===== config.mk =====
export PLATFORM = sky130hd
export DESIGN_NAME = uart_imem_loader
export DESIGN_NICKNAME = d
export VERILOG_FILES = /design/src/rtl/loader_pkg.sv /design/src/rtl/uart_imem_loader_rx_byte.sv /design/src/rtl/uart_imem_loader.sv
export SDC_FILE = /design/constraint.sdc
export NUM_CORES = 1
export LEC_CHECK = 0
export BUFFER_PORTS_ARGS = -buffer_cell sky130_fd_sc_hd__buf_2
export CORE_ASPECT_RATIO = 1.25
export CORE_UTILIZATION = 36
export DETAILED_ROUTE_END_ITERATION = 10
export GPL_ROUTABILITY_DRIVEN = 0
export PLACE_DENSITY = 0.55
export SYNTH_ARGS = -nofsm -noshare
export SYNTH_HDL_FRONTEND = slang
export SYNTH_HIERARCHICAL = 1
export SYNTH_SLANG_ARGS = --single-unit

===== constraint.sdc =====
create_clock -name clk -period 2.2 [get_ports clk]
set_input_delay 0 -clock clk [delete_from_list [all_inputs] [get_ports clk]]
set_output_delay 0 -clock clk [all_outputs]
set_load 0.005 [all_outputs]

===== src/rtl/loader_pkg.sv =====
// Shared definitions for the UART instruction-memory loader: sync byte,
// error codes and FSM state encodings.
package loader_pkg;

  localparam logic [7:0] SYNC_BYTE   = 8'hA5;

  localparam logic [2:0] ERR_NONE    = 3'd0;
  localparam logic [2:0] ERR_FRAMING = 3'd1;
  localparam logic [2:0] ERR_RANGE   = 3'd2;
  localparam logic [2:0] ERR_CSUM    = 3'd3;
  localparam logic [2:0] ERR_TIMEOUT = 3'd4;

  typedef enum logic [2:0] {
    ST_IDLE,
    ST_CNT_LO,
    ST_CNT_HI,
    ST_DATA,
    ST_CSUM,
    ST_DONE,
    ST_RUN,
    ST_ERROR
  } ld_state_e;

  typedef enum logic [1:0] {
    RX_IDLE,
    RX_START,
    RX_DATA,
    RX_STOP
  } rx_state_e;

  // States that belong to an open frame: timeout and framing errors apply here.
  function automatic logic in_frame(input ld_state_e s);
    return (s == ST_CNT_LO) || (s == ST_CNT_HI) || (s == ST_DATA) || (s == ST_CSUM);
  endfunction

endpackage


===== src/rtl/uart_imem_loader_rx_byte.sv =====
// uart_rx_byte: 2-FF synchroniser plus 8N1 bit timing. Emits one byte with a
// single-cycle valid strobe, or a single-cycle framing-error strobe when the
// stop bit samples low (byte dropped). A start bit that is high again at its
// midpoint is treated as a glitch and produces nothing.
module uart_rx_byte
  import loader_pkg::*;
#(
  parameter int CLKS_PER_BIT = 16
) (
  input  logic       clk,
  input  logic       rst,
  input  logic       rx_i,
  output logic [7:0] rx_data_o,
  output logic       rx_valid_o,
  output logic       rx_frame_err_o
);

  localparam int CW = (CLKS_PER_BIT > 2) ? $clog2(CLKS_PER_BIT) : 1;
  localparam logic [CW-1:0] HALF = CW'(CLKS_PER_BIT / 2 - 1);
  localparam logic [CW-1:0] FULL = CW'(CLKS_PER_BIT - 1);

  logic            sync1_q, sync2_q, prev_q;
  rx_state_e       st_q, st_d;
  logic [CW-1:0]   cnt_q, cnt_d;
  logic [2:0]      bit_q, bit_d;
  logic [7:0]      sh_q, sh_d;
  logic            valid_q, valid_d;
  logic            ferr_q, ferr_d;
  logic            fall;

  // Synchroniser and edge-detect history; line idles high.
  always_ff @(posedge clk) begin
    if (rst) begin
      sync1_q <= 1'b1;
      sync2_q <= 1'b1;
      prev_q  <= 1'b1;
    end else begin
      sync1_q <= rx_i;
      sync2_q <= sync1_q;
      prev_q  <= sync2_q;
    end
  end

  assign fall = prev_q & ~sync2_q;

  // Bit-timing state register.
  always_ff @(posedge clk) begin
    if (rst) begin
      st_q    <= RX_IDLE;
      cnt_q   <= '0;
      bit_q   <= '0;
      sh_q    <= '0;
      valid_q <= 1'b0;
      ferr_q  <= 1'b0;
    end else begin
      st_q    <= st_d;
      cnt_q   <= cnt_d;
      bit_q   <= bit_d;
      sh_q    <= sh_d;
      valid_q <= valid_d;
      ferr_q  <= ferr_d;
    end
  end

  // Next-state: half-bit start check, then mid-bit sampling of data and stop.
  always_comb begin
    st_d    = st_q;
    cnt_d   = cnt_q + 1'b1;
    bit_d   = bit_q;
    sh_d    = sh_q;
    valid_d = 1'b0;
    ferr_d  = 1'b0;
    case (st_q)
      RX_IDLE: begin
        cnt_d = '0;
        if (fall) st_d = RX_START;
      end
      RX_START: begin
        if (cnt_q == HALF) begin
          cnt_d = '0;
          bit_d = '0;
          st_d  = sync2_q ? RX_IDLE : RX_DATA;
        end
      end
      RX_DATA: begin
        if (cnt_q == FULL) begin
          cnt_d = '0;
          sh_d  = {sync2_q, sh_q[7:1]};
          bit_d = bit_q + 3'd1;
          if (bit_q == 3'd7) st_d = RX_STOP;
        end
      end
      RX_STOP: begin
        if (cnt_q == FULL) begin
          cnt_d   = '0;
          st_d    = RX_IDLE;
          valid_d = sync2_q;
          ferr_d  = ~sync2_q;
        end
      end
      default: st_d = RX_IDLE;
    endcase
  end

  assign rx_data_o      = sh_q;
  assign rx_valid_o     = valid_q;
  assign rx_frame_err_o = ferr_q;

endmodule


===== src/rtl/uart_imem_loader.sv =====
// uart_imem_loader: receives A5 / count lo / count hi / words (LE) / [checksum]
// over UART and writes the words into instruction memory, holding the core in
// reset until the frame is accepted (or loading is disabled).
// Optional feature macro: LOADER_CHECKSUM_EN (trailing XOR checksum byte).
// ADDR_W is limited to 16 since the frame carries a 16-bit word count.
module uart_imem_loader
  import loader_pkg::*;
#(
  parameter int CLK_HZ      = 50_000_000,
  parameter int BAUD        = 115_200,
  parameter int ADDR_W      = 10,
  parameter int TIMEOUT_CYC = 5_000_000
) (
  input  logic              clk,
  input  logic              rst,
  input  logic              uart_rx_i,
  input  logic              load_en_i,
  output logic              imem_we_o,
  output logic [ADDR_W-1:0] imem_addr_o,
  output logic [31:0]       imem_wdata_o,
  output logic              core_rst_o,
  output logic              done_o,
  output logic              err_o,
  output logic [2:0]        err_code_o
);

  localparam int CLKS_PER_BIT = CLK_HZ / BAUD;
  localparam int TW = (TIMEOUT_CYC > 2) ? $clog2(TIMEOUT_CYC) : 1;
  localparam logic [TW-1:0] TMO_LAST  = TW'(TIMEOUT_CYC - 1);
  localparam logic [16:0]   MAX_WORDS = 17'(2 ** ADDR_W);

`ifdef LOADER_CHECKSUM_EN
  localparam ld_state_e ST_AFTER_DATA = ST_CSUM;
`else
  localparam ld_state_e ST_AFTER_DATA = ST_DONE;
`endif

  logic [7:0] rx_data;
  logic       rx_valid, rx_ferr;

  uart_rx_byte #(.CLKS_PER_BIT(CLKS_PER_BIT)) u_rx (
    .clk           (clk),
    .rst           (rst),
    .rx_i          (uart_rx_i),
    .rx_data_o     (rx_data),
    .rx_valid_o    (rx_valid),
    .rx_frame_err_o(rx_ferr)
  );

  ld_state_e         st_q, st_d;
  logic [7:0]        cnt_lo_q, cnt_lo_d;
  logic [15:0]       rem_q, rem_d;        // words still to be written
  logic [ADDR_W-1:0] widx_q, widx_d;
  logic [1:0]        bsel_q, bsel_d;
  logic [31:0]       wbuf_q, wbuf_d;
  logic [7:0]        csum_q, csum_d;
  logic [TW-1:0]     tmo_q, tmo_d;
  logic              we_q, we_d;
  logic [2:0]        code_q, code_d;
  logic              active;
  logic [15:0]       count;

  // Frame FSM and datapath registers.
  always_ff @(posedge clk) begin
    if (rst) begin
      st_q     <= ST_IDLE;
      cnt_lo_q <= '0;
      rem_q    <= '0;
      widx_q   <= '0;
      bsel_q   <= '0;
      wbuf_q   <= '0;
      csum_q   <= '0;
      tmo_q    <= '0;
      we_q     <= 1'b0;
      code_q   <= ERR_NONE;
    end else begin
      st_q     <= st_d;
      cnt_lo_q <= cnt_lo_d;
      rem_q    <= rem_d;
      widx_q   <= widx_d;
      bsel_q   <= bsel_d;
      wbuf_q   <= wbuf_d;
      csum_q   <= csum_d;
      tmo_q    <= tmo_d;
      we_q     <= we_d;
      code_q   <= code_d;
    end
  end

  // Next-state: byte-driven frame parsing, then framing/timeout overrides
  // (both are mutually exclusive with rx_valid, so a byte always wins).
  always_comb begin
    st_d     = st_q;
    cnt_lo_d = cnt_lo_q;
    rem_d    = rem_q;
    bsel_d   = bsel_q;
    wbuf_d   = wbuf_q;
    csum_d   = csum_q;
    code_d   = code_q;
    we_d     = 1'b0;
    // Address advances the cycle after each write strobe.
    widx_d   = we_q ? widx_q + 1'b1 : widx_q;
    active   = in_frame(st_q);
    tmo_d    = (active && !rx_valid) ? tmo_q + 1'b1 : '0;
    count    = {rx_data, cnt_lo_q};

    case (st_q)
      ST_IDLE: begin
        if (!load_en_i) begin
          st_d = ST_RUN;
        end else if (rx_valid && rx_data == SYNC_BYTE) begin
          st_d   = ST_CNT_LO;
          csum_d = '0;
          widx_d = '0;
          bsel_d = '0;
        end
      end
      ST_CNT_LO: begin
        if (rx_valid) begin
          cnt_lo_d = rx_data;
          csum_d   = csum_q ^ rx_data;
          st_d     = ST_CNT_HI;
        end
      end
      ST_CNT_HI: begin
        if (rx_valid) begin
          csum_d = csum_q ^ rx_data;
          rem_d  = count;
          if ({1'b0, count} > MAX_WORDS) begin
            st_d   = ST_ERROR;
            code_d = ERR_RANGE;
          end else if (count == 16'd0) begin
            st_d = ST_AFTER_DATA;
          end else begin
            st_d = ST_DATA;
          end
        end
      end
      ST_DATA: begin
        if (rx_valid) begin
          csum_d = csum_q ^ rx_data;
          wbuf_d = {rx_data, wbuf_q[31:8]};
          bsel_d = bsel_q + 2'd1;
          if (bsel_q == 2'd3) begin
            we_d  = 1'b1;
            rem_d = rem_q - 16'd1;
            if (rem_q == 16'd1) st_d = ST_AFTER_DATA;
          end
        end
      end
`ifdef LOADER_CHECKSUM_EN
      ST_CSUM: begin
        if (rx_valid) begin
          if (rx_data != csum_q) begin
            st_d   = ST_ERROR;
            code_d = ERR_CSUM;
          end else begin
            st_d = ST_DONE;
          end
        end
      end
`endif
      ST_ERROR: begin
        if (rx_valid && rx_data == SYNC_BYTE) begin
          st_d   = ST_CNT_LO;
          code_d = ERR_NONE;
          csum_d = '0;
          widx_d = '0;
          bsel_d = '0;
        end
      end
      default: ;
    endcase

    if (active && rx_ferr) begin
      st_d   = ST_ERROR;
      code_d = ERR_FRAMING;
    end else if (active && !rx_valid && tmo_q == TMO_LAST) begin
      st_d   = ST_ERROR;
      code_d = ERR_TIMEOUT;
    end
  end

  assign imem_we_o    = we_q;
  assign imem_addr_o  = widx_q;
  assign imem_wdata_o = wbuf_q;
  assign core_rst_o   = !((st_q == ST_DONE) || (st_q == ST_RUN));
  assign done_o       = (st_q == ST_DONE);
  assign err_o        = (st_q == ST_ERROR);
  assign err_code_o   = code_q;

endmodule

; After elaboration in Yosys (flattened, before gate mapping)
; Cells that the tools add are included.
; W data, S select, Z words.
[op_classes]
addsub = 6
multipliers = 0
div_mod_pow = 0
n_lt_le_gt_ge = 1
n_eq_ne = 38
n_shift = 0
muxes = 44
bitwise_logic = 7
n_reduce_logical = 37
[ops]
columns = op, count
row1 = $mux W3, 17
row2 = $mux W16, 3
row3 = $pmux W16 S2, 1
row4 = $mux W10, 3
row5 = $ne A4 B1 Y1 const B, 7
row6 = $pmux W9 S3, 1
row7 = $add A23 B1 Y23 const B, 1
row8 = $eq A23 B23 Y1 const B, 1
row9 = $ne A2 B1 Y1 const B, 10
row10 = $pmux W10 S2, 1
row11 = $mux W2, 9
row12 = $mux W9, 2
row13 = $eq A16 B1 Y1 const B, 1
row14 = $gt A16 B11 Y1 const B, 1
row15 = $logic_not A16 Y1, 1
row16 = $reduce_and A4 Y1, 4
row17 = $sub A16 B1 Y16 const B, 1
row18 = $eq A3 B3 Y1 const B, 5
row19 = $pmux W3 S5, 1
row20 = $pmux W3 S2, 2
row21 = $add A10 B1 Y10 const B, 1
row22 = $add A9 B1 Y9 const B, 1
row23 = $eq A9 B8 Y1 const B, 1
row24 = $eq A9 B9 Y1 const B, 1
row25 = 29 further kinds, 57
[totals]
register_bits = 125
latch_bits = 0
ram_bits = 0
romBits = 0
input_bits = 4
output_inout_bits = 49
wordCells = 153
n_memories = 0

; Depth between registers and ports, before layout
; Gate-level depths: netlist of run 1.
[depth]
ltp_word = 8
ltp_mapped = 7
mapped_depth_nobuf = 7

; By module
; The synthesis of run 1 kept the hierarchy.
[modules_own_cells]
columns = module, n_inst, cells_each, area_each_um2, seq_area_each_um2
row1 = uart_imem_loader, 1, 565, 4496.8, 1961.9
row2 = uart_rx_byte, 1, 124, 1121.1, 540.5

; Worst setup path after synthesis of run 1
; Ideal clock, no wire load.
[synth_path]
kind = register -> register
from = register rem_q[8]
to = register, netlist name st_q[1]
setup_ns = 0.125
t_arrival_ns = 1.780
required_time_ns = 2.075
slack_ns = 0.295
stages_incl_launch_ff = 7
path_buffers = 2
synth_period_minus_slack_ns = 1.905
path_cell_list = dfxtp_1 > buf_6 > or4_4 > buf_6 > nor4_4 > o211ai_2 > o41a_1
[synth_lines]
columns = item, line_no
row1 = "start, declared", uart_imem_loader.sv:52  ; logic [15:0] rem_q, rem_d;
row2 = "start signal, assigned", uart_imem_loader.sv:79  ; rem_q <= rem_d;

; Final worst setup path of run 1
[layout_path]
from = register u_rx.sh_q[4] (netlist: u_rx/rx_data_o[4])
to = register code_q[2] (netlist: err_code_o[2])
[layout_between]
elab_chain_len = 4
elab_cells_between_ends = 6
cone_classes = order compare (1) / eq/ne (3) / reduce/logical (2)
[layout_lines]
columns = item, line_no
row1 = "start, declared", uart_imem_loader_rx_byte.sv:26  ; logic [7:0] sh_q, sh_d;
row2 = "start signal, assigned", uart_imem_loader_rx_byte.sv:52  ; sh_q <= '0;
row3 = "start signal, assigned", uart_imem_loader_rx_byte.sv:59  ; sh_q <= sh_d;
row4 = branches (longest 3 deep; another with $gt A16 B11 Y1), -
row5 = $reduce_and A4 Y1 (no line) (*), -
row6 = "end signal, assigned", uart_imem_loader.sv:86  ; code_q <= code_d;
row7 = "end, declared", uart_imem_loader.sv:59  ; logic [2:0] code_q, code_d;
; Mark *: on every way between the ends.
; A chain may end at the register's enable or synchronous reset.

==> results of run 1 <==
==> layout make-up <==
type	instances	area, sq um	share of cell area [%]
Tap cell	208	260	3.79
Multi-Input combinational cell	513	2890	42.1
Inverter	14	52.6	0.764
Sequential cell	125	2500	36.4
Clock inverter	13	258	3.75
Clock buffer	19	453	6.59
Timing Repair Buffer	74	455	6.63
==> Yosys cell counts, types with 5 or more instances <==
cell      number  area share (%)
a21oi_1       74             6.6
a211oi_1       7            0.94
nand4_1       13             1.4
o21ai_0        9            0.80
a31oi_1        6            0.67
nor4_1        10             1.1
xor2_1        20             3.1
or3_1          8            0.89
nand2_1      120             8.0
nor3_1        16             1.4
nand2b_1       5            0.56
inv_1         14            0.94
nor2_1        87             5.8
dfxtp_1      125              45
and3_1        10             1.1
o21ai_1        5            0.45
ha_1          10             2.2
nand3_1       22             2.0
xnor2_1       16             2.5
clkbuf_1      26             1.7
buf_2          6            0.53
==> sequential cells by signal, indices dropped and copies added (netlist names), named ones only <==
name,cells
imem_wdata_o,32
tmo_q,23
rem_q,16
imem_addr_o,10
u_rx/cnt_q,9
cnt_lo_q,8
u_rx/rx_data_o,8
err_code_o,3
st_q,3
u_rx/bit_q,3
bsel_q,2
imem_we_o,1
u_rx/prev_q,1
u_rx/rx_frame_err_o,1
u_rx/rx_valid_o,1
u_rx/st_q,1
u_rx/sync1_q,1
u_rx/sync2_q,1
==> cells in the final DEF (no fill, tap or decap), types with 4 or more instances in the layout <==
cell	synthesis	final
o22ai_1	4	4
xnor2_1	16	16
o21ai_1	5	5
bufinv_16	0	7
a31oi_1	6	6
nor3_1	16	16
nand2_1	120	120
a21oi_1	74	74
and3_1	10	10
nor2_1	87	87
nand4_1	13	13
o21ai_0	9	9
nor2b_1	4	4
xor2_1	20	20
a211oi_1	7	7
or2_2	4	4
nand2b_1	5	5
inv_1	14	14
ha_1	10	10
buf_4	0	18
buf_2	6	52
nor4_1	10	9
dfxtp_1	125	125
or3_1	8	8
clkbuf_16	0	17
nand3_1	22	22
==> per-layer routing <==
layer	global-route usage, %	part of all wire [%]
met2	29.0	48
met1	21.6	45
met3	4.31	3.8
met4	8.52	2.7
met5	0	0
==> where the power goes <==
group	internal (uW)	switching, uW	total, uW
logic	151	255	406
clock network	2310	1050	3360
registers	2300	20.8	2320
==> worst register-to-register path, cell delays in order (launching register included) <==
cell      delay [ps]
dfxtp_1          370
or3_1            470
o311a_1          340
a211oi_1         490
nand2_1          100
a211oi_1         220
==> cells by family (layout without fill, tap and decap cells) <==
group | after synthesis | in the layout | synth area share [%]
adders and majority gates | 11 | 11 | 2.41
xor gates and xnor gates | 36 | 36 | 5.61
DFF | 125 | 125 | 44.5
buffers and inverters | 51 | 120 | 4.08
muxes | 2 | 2 | 0.356
AOI/OAI and AO/OA | 137 | 137 | 15.0
and+or+nand+nor | 327 | 327 | 28.0
==> worst paths after layout <==
kind	to	slack, ps	cells past startpoint
setup reg to reg	err_code_o[2]	120	5
hold reg to reg	u_rx/sync2_q	410	1
hold / removal	st_q[0]	10	3
setup / recovery	err_code_o[2]	120	5
==> per-stage QoR <==
| stage | setup slack, ps | area (sq um) | utilization, % |
|---|---|---|---|
| floorplan | 295 | 5620 | - |
| global placement | 254 | 6140 | 40.5 |
| detailed placement | 69.8 | 6140 | 40.5 |
| CTS | 59.8 | 6870 | 45.4 |
| global route | 0.651 | 6870 | 45.4 |
| finish | 121 | 6870 | 45.4 |
==> timing repair <==
action                                  4_1_cts  5_1_grt
endpoints found under the setup margin        0        1
hold buffers                                  2        0
resized for setup                             0        1
endpoints found under the hold margin         2        0
==> results.yml, run 1 <==
finish:
  fillers: 1534
  nets: 759
  diodes: 0
  areaGrowthSynthToFinish_pct: 22.4
  drive_above_1_share_pct: 16.0
  instances_no_fill: 966
sta:
  rsz0062_at_grt: "no"
  final-setup-viol-count: 0
  worst_pin_slew_ps: 625
  slew_viol_final: 0
  timing.final.crit_share_pct: 94.5
  holdWs_ps: 14.8
  period_needed_ps: 2080
  hold_viol: 0
  maxSlewHeadroom_pct: 58.0
  fmax_mhz: 481
  clock_skew_ps: 6.64
  finalSetupTns_ps: 0
setup_path:
  critPathLaunch: "u_rx/rx_data_o[4]"
  critPathBufInv: 0
  slowest_stage: "a211oi_1"
  cp_max_fo: 6
  crit_family: "compound AO/OA/AOI/OAI gates"
  start_kind: "flop"
  cp_common_cell: "a211oi_1"
  crit_type: "reg2reg"
  critPathCaptureType: "flop"
  timing.rr.start: "u_rx/rx_data_o[4]"
  max_stage_delay_ps: 490
  arrival_ps: 2420
  worstPathCellList: "or3_1, o311a_1, a211oi_1, nand2_1, a211oi_1"
  cp.required_ps: 2540
route:
  drc: 0
  wirelength_microns: 13700
  vias: 4970
  ant_nets: 0
  dr.pass1.iters: 5
  routed_via_density: 5.14
  drt-initial-drc-count: 342
  drt-wirelength-per-cell_microns: 14.2
logic_synthesis:
  ys.flop_type: "dfxtp_1"
  avgSynthCellArea_sq_um: 8.15
  yosysSeqAreaShare_pct: 44.5
  ys_warn_count: 6
  syn_area_sq_um: 5620
  synthCells: 689
  async_reset_ff_share_pct: 0
  synth-edff-count: 0
  syn_nets: 703
  synth_cell_types: 67
  synth_seq_cells: 125
global_routing:
  track_usage_pct: 17.7
  grt_max_degree: 37
  antenna_found_initial: 0
  grt_pass1_vias: 4613
  overflow: 0
  grt_pass1_wl_microns: 22500
clock_tree:
  insertion_delay_ps: 420
  path_clk_slew_ps: 50
  cts_tree: "done"
  clkSinkCount: 125
  cts_made_buffers: 17
  root_buffer: "clkbuf_16"
  post_cts_buffers: 0
  clockBufferDepth: 2
  h-tree-depth: 4
floorplanning:
  core_sq_um: 15100
  rows: 50
  start_util_pct: 37.1
  die_h_microns: 142
  dieArea_sq_um: 16100
  io_pins: 53
  die_x_microns: 114
min_path:
  hold_path_startpoint: "load_en_i"
  min_path_type: "in2reg"
power_and_ir_drop:
  peakVddDrop_mv: 0.483
  finalPower_uw: 6090
  leakage_uw: 0.00255
  powerDensity_nw_per_um2: 885
placement:
  place_inst: 932
  dpl.hpwl_microns: 9540
  portBuffers: 52
flow_run:
  max_cap_violations: 0
run_status:
  status: "finished, final reports clean"
(Power assumes the default switching activity.)
==> run 2: changes to the inputs <==
==> constraint.sdc (replaced) <==
create_clock -name clk -period 2.6 [get_ports clk]
set_input_delay 0 -clock clk [delete_from_list [all_inputs] [get_ports clk]]
set_output_delay 0 -clock clk [all_outputs]
set_load 0.005 [all_outputs]
==> run 2 against run 1 <==
Effect of this change: cell count decreased by 1.1%; sequential cell count unchanged; combinational power decreased by 33%; clock power decreased by 26%; cell area decreased by 3.0%; largest cell class unchanged; via count decreased by 0.68%; sequential power decreased by 14%; non-clock buffer count decreased by 11.
==> results.yml, run 2 (synthesized netlist as in run 1, its figures left out) <==
power_and_ir_drop:
  swShare_pct: 22.8
  leakage_uw: 0.00245
  intPower_uw: 3660
  power_frac_seq_pct: 42.3
  p_clk_share_pct: 52.0
  power_switching_uw: 1080
  peakVddDrop_mv: 0.388
  powerDensity_nw_per_um2: 711
  comb_power_share_pct: 5.7
setup_path:
  cp.required_ps: 2900
  start_kind: "flop"
  r2r_slack_ps: 430
  timing.rr.start: "st_q[1]"
  critPathCaptureType: "flop"
  rr_worst_depth: 4
  cp_max_fo: 16
  crit_type: "reg2reg"
  timing.rr.end: "imem_addr_o[8]"
  arrival_ps: 2460
placement:
  dpl.hpwl_microns: 9420
  portBuffers: 52
  placement.cell_area_sq_um: 6040
  place_inst: 922
floorplanning:
  dieArea_sq_um: 16100
  start_util_pct: 37.1
  rows: 50
  die_h_microns: 142
  die_x_microns: 114
  io_pins: 53
  core_sq_um: 15100
clock_tree:
  ctsResizeCount: 0
  cts_made_buffers: 17
  post_cts_buffers: 0
  clkSinkCount: 125
  path_clk_slew_ps: 50
  insertion_delay_ps: 420
  h-tree-depth: 4
  clockBufferDepth: 2
  root_buffer: "clkbuf_16"
  cts_tree: "done"
finish:
  instances_no_fill: 955
  diodes: 0
  largest_reg_flops: 32
  nets: 748
  layout_commonest_cell: "dfxtp_1"
  drive_above_1_share_pct: 14.5
  stdcell_area_sq_um: 6670
  layout_common_cells: "125 x dfxtp_1, 120 x nand2_1, 87 x nor2_1, 74 x a21oi_1, 52 x buf_2"
  final_util_pct: 44.0
  areaGrowthSynthToFinish_pct: 18.7
  fillers: 1547
global_routing:
  antenna_found_initial: 0
  grt_max_degree: 36
  track_usage_pct: 17.9
  grt_pass1_wl_microns: 22900
  overflow: 0
  grt_pass1_vias: 4683
min_path:
  holdPathStages: 3
  hold_end: "st_q[0]"
  hold_path_startpoint: "load_en_i"
  min_path_type: "in2reg"
route:
  drt-initial-drc-count: 345
  dr.pass1.iters: 5
  ant_nets: 0
  drc: 0
  vias: 4936
  routed_via_density: 5.17
  wirelength_microns: 13500
  drt-wirelength-per-cell_microns: 14.2
sta:
  timing.final.crit_share_pct: 83.4
  final-setup-viol-count: 0
  period_needed_ps: 2170
  maxSlewHeadroom_pct: 55.3
  holdWs_ps: 43.5
  fmax_mhz: 461
  rsz0062_at_grt: "no"
  slew_viol_final: 0
  hold_viol: 0
  worst_pin_slew_ps: 664
  clock_skew_ps: 5.49
  finalSetupTns_ps: 0
flow_run:
  max_cap_violations: 0
run_status:
  status: "finished, final reports clean"
run 2: cell count changes in the layout (fill, tap and decap cells not counted), sizes merged:
cell         delta
clkinv          +1
bufinv          -4
dlygate4sd3     -1
clkbuf          +4
inv             -2
buf            -10
clkinvlp        +1
run 2: how the worst max path moves through the flow:
stage	slack (ps)	cells after the start	endpoint	start
finish	430	4	imem_addr_o[8]	st_q[1]
global route	240	4	imem_addr_o[1]	st_q[1]
CTS	420	4	imem_addr_o[6]	st_q[1]
detailed placement	420	4	imem_addr_o[6]	st_q[1]
global placement	490	4	imem_addr_o[9]	st_q[1]
floorplan	700	6	st_q[1]	rem_q[8]
run 2: critical path, cell delays in order, from the launching register on:
cell       delay (ps)
dfxtp_1           440
or4b_1            570
a2111oi_1         560
or2_1             380
nor2_1             90
run 2: metal layers:
| metal | vias to the layer above | track usage (%) | share of wire, % |
|---|---|---|---|
| li1 | 2502 | - | - |
| met1 | 2302 | 21.5 | 45 |
| met2 | 102 | 29.6 | 48 |
| met3 | 30 | 4.14 | 3.3 |
| met4 | 0 | 9.21 | 2.9 |
| met5 | - | 0 | 0 |
run 2: cell type report:
| class | count | area, sq um | share of cell area (%) |
|---|---|---|---|
| multi-input cells | 513 | 2890 | 43.3 |
| flip-flops and latches | 125 | 2500 | 37.5 |
| clock buffers | 23 | 488 | 7.32 |
| repair buffers | 63 | 345 | 5.18 |
| well taps | 208 | 260 | 3.90 |
| clock inverters | 9 | 133 | 1.99 |
| inverters | 14 | 52.6 | 0.788 |
run 2: power groups by stage:
stage / Sequential (uW) / Clock, uW / Combinational [uW]
floorplan: 2010 / 0 / 243
global placement: 2040 / 0 / 267
detailed placement: 2040 / 0 / 272
CTS: 2000 / 2520 / 274
global route: 2010 / 2620 / 309
finish: 2000 / 2470 / 270
run 2: per-stage QoR:
| step | worst slack [ps] | power (uW) |
|---|---|---|
| after floorplan | 695 | 2250 |
| after global placement | 493 | 2310 |
| after detailed placement | 424 | 2320 |
| after CTS | 424 | 4790 |
| after global routing | 241 | 4940 |
| final | 432 | 4740 |
run 2: repair_timing:
action	in CTS	in global routing
hold endpoints to repair	1	0
hold buffers	1	0
setup endpoints to repair	0	0
==> run 3: changes to the inputs <==
--- a/config.mk
+++ b/config.mk
@@ -10,7 +10,7 @@
 export CORE_UTILIZATION = 36
 export DETAILED_ROUTE_END_ITERATION = 10
 export GPL_ROUTABILITY_DRIVEN = 0
-export PLACE_DENSITY = 0.55
+export PLACE_DENSITY = 0.57
 export SYNTH_ARGS = -nofsm -noshare
 export SYNTH_HDL_FRONTEND = slang
 export SYNTH_HIERARCHICAL = 1
==> constraint.sdc (replaced) <==
create_clock -name clk -period 1.8 [get_ports clk]
set_input_delay 0 -clock clk [delete_from_list [all_inputs] [get_ports clk]]
set_output_delay 0 -clock clk [all_outputs]
set_load 0.005 [all_outputs]
==> run 3 against run 2 <==
Effect of this change: sequential cell count stayed put; critical path depth unchanged; fmax rose by 21%; clock-buffer cell count shrank 1; sequential share of layout area decreased by 3.6 points; critical path type unchanged; critical endpoint is now st_q[1].
==> results.yml, run 3 (synthesized netlist as in run 1, its figures left out) <==
finish:
  layout_common_cells: "120 x nand2_1, 120 x dfxtp_1, 86 x nor2_1, 74 x a21oi_1, 72 x buf_4"
  nets: 815
  stdcell_area_sq_um: 7400
  final_util_pct: 48.9
  multi_input_area_sq_um: 3050
  drive_above_1_share_pct: 24.8
  fillers: 1432
  areaGrowthSynthToFinish_pct: 31.8
  largest_reg_flops: 32
  register_area_sq_um: 2510
  diodes: 0
setup_path:
  slowest_stage: "or4_4"
  cp.required_ps: 2100
  rr_worst_depth: 4
  cp_max_fo: 5
  timing.rr.start: "rem_q[10]"
  start_kind: "flop"
  critPathBufInv: 0
  worstPathCellList: "or4_4, nor4_4, o211ai_2, o41a_1"
  timing.rr.end: "st_q[1]"
  crit_family: "simple AND/OR/NAND/NOR gates"
  arrival_ps: 2080
  critPathCaptureType: "flop"
  r2r_slack_ps: 10
  max_stage_delay_ps: 550
  crit_type: "reg2reg"
min_path:
  hold_path_startpoint: "uart_rx_i"
  holdPathStages: 3
  min_path_type: "in2reg"
  hold_end: "u_rx/sync1_q"
floorplanning:
  dieArea_sq_um: 16100
  die_x_microns: 114
  start_util_pct: 37.1
  rows: 50
  die_h_microns: 142
  core_sq_um: 15100
  io_pins: 53
clock_tree:
  clkSinkCount: 125
  root_buffer: "clkbuf_16"
  clockBufferDepth: 2
  h-tree-depth: 4
  cts_tree: "done"
  path_clk_slew_ps: 60
  insertion_delay_ps: 420
  cts_made_buffers: 17
power_and_ir_drop:
  finalPower_uw: 7200
  comb_power_share_pct: 7.7
  intPower_uw: 5600
  power_frac_seq_pct: 39.6
  powerDensity_nw_per_um2: 972
  p_clk_share_pct: 52.7
  swShare_pct: 22.2
  peakVddDrop_mv: 0.578
  leakage_uw: 0.00283
  power_switching_uw: 1590
sta:
  rsz0062_at_grt: "yes"
  period_needed_ps: 1790
  maxSlewHeadroom_pct: 75.0
  final-setup-viol-count: 0
  worst_pin_slew_ps: 375
  fmax_mhz: 559
  setup_ws_ps: 11.5
  timing.final.crit_share_pct: 99.4
  hold_viol: 0
  slew_viol_final: 0
  holdWs_ps: 306
  clock_skew_ps: 11.4
placement:
  place_ws_ps: -55.2
  placement.cell_area_sq_um: 6540
  dpl.hpwl_microns: 10200
  portBuffers: 52
route:
  drt-wirelength-per-cell_microns: 14.0
  ant_nets: 0
  vias: 5246
  wirelength_microns: 14300
  drt-initial-drc-count: 352
  dr.pass1.iters: 5
  routed_via_density: 5.14
  drc: 0
global_routing:
  track_usage_pct: 18.4
  antenna_found_initial: 0
  grt_pass1_wl_microns: 23600
  overflow: 0
  grt_max_degree: 36
  grt_pass1_vias: 4964
flow_run:
  max_cap_violations: 0
run_status:
  status: "finished, final reports clean"
run 3: changes by cell type in the layout (fill, tap and decap cells not counted), moves of 3 or more:
cell	previous run	this run
or3_4	0	3
buf_4	10	72
dfxtp_2	0	5
or3_1	8	5
dfxtp_1	125	120
nor4_1	10	4
nor4_2	0	4
run 3: power groups by stage:
stage | Combinational [uW] | Clock (uW) | Sequential (uW)
after floorplan | 353 | 0 | 2900
after detailed placement | 523 | 0 | 2900
after global routing | 600 | 3980 | 2850
after CTS | 531 | 3860 | 2840
final | 557 | 3790 | 2850
after global placement | 511 | 0 | 2900
run 3: final cells by class:
| cell class | count | area share (%) |
|---|---|---|
| Tap cell | 208 | 3.52 |
| Sequential cell | 125 | 33.9 |
| Timing Repair Buffer | 130 | 11.8 |
| Multi-Input combinational cell | 513 | 41.2 |
| Inverter | 14 | 0.710 |
| Clock inverter | 9 | 2.45 |
| Clock buffer | 22 | 6.41 |
run 3: routing by layer:
metal	GRT usage, %	vias to the layer above	share of wire (%)
met4	9.63	0	3.0
li1	-	2631	-
met5	0	-	0
met1	21.0	2476	43
met2	31.4	108	50
met3	4.57	31	3.2
run 3: how the worst max path moves through the flow:
stage	slack, ps	startpoint	cells past startpoint	endpoint
2_1_floorplan	-100	rem_q[8]	6	st_q[1]
3_3_place_gp	0.03	u_rx/rx_data_o[3]	6	err_code_o[2]
3_5_place_dp	-60	u_rx/rx_data_o[3]	6	err_code_o[2]
4_1_cts	-4	rem_q[8]	5	st_q[0]
5_1_grt	-40	st_q[1]	5	st_q[1]
6_report	10	rem_q[10]	4	st_q[1]
run 3: worst min-delay path, delay by kind of cell:
family	cells	cell delay, ps
buf+inv	2	610
simple gates	1	80
run 3: stage by stage:
step | setup TNS, ps | cells
finish | 0 | 1021
floorplan | -248 | 689
global placement | 0 | 986
CTS | -3.53 | 1020
global route | -106 | 1021
detailed placement | -232 | 986
run 3: repair_timing:
action	CTS	global route
resized for setup	4	33
hold buffers	3	0
endpoints found under the setup margin	6	31
pin swaps	3	7
setup buffers	0	1
gates cloned	0	0
endpoints found under the hold margin	5	0
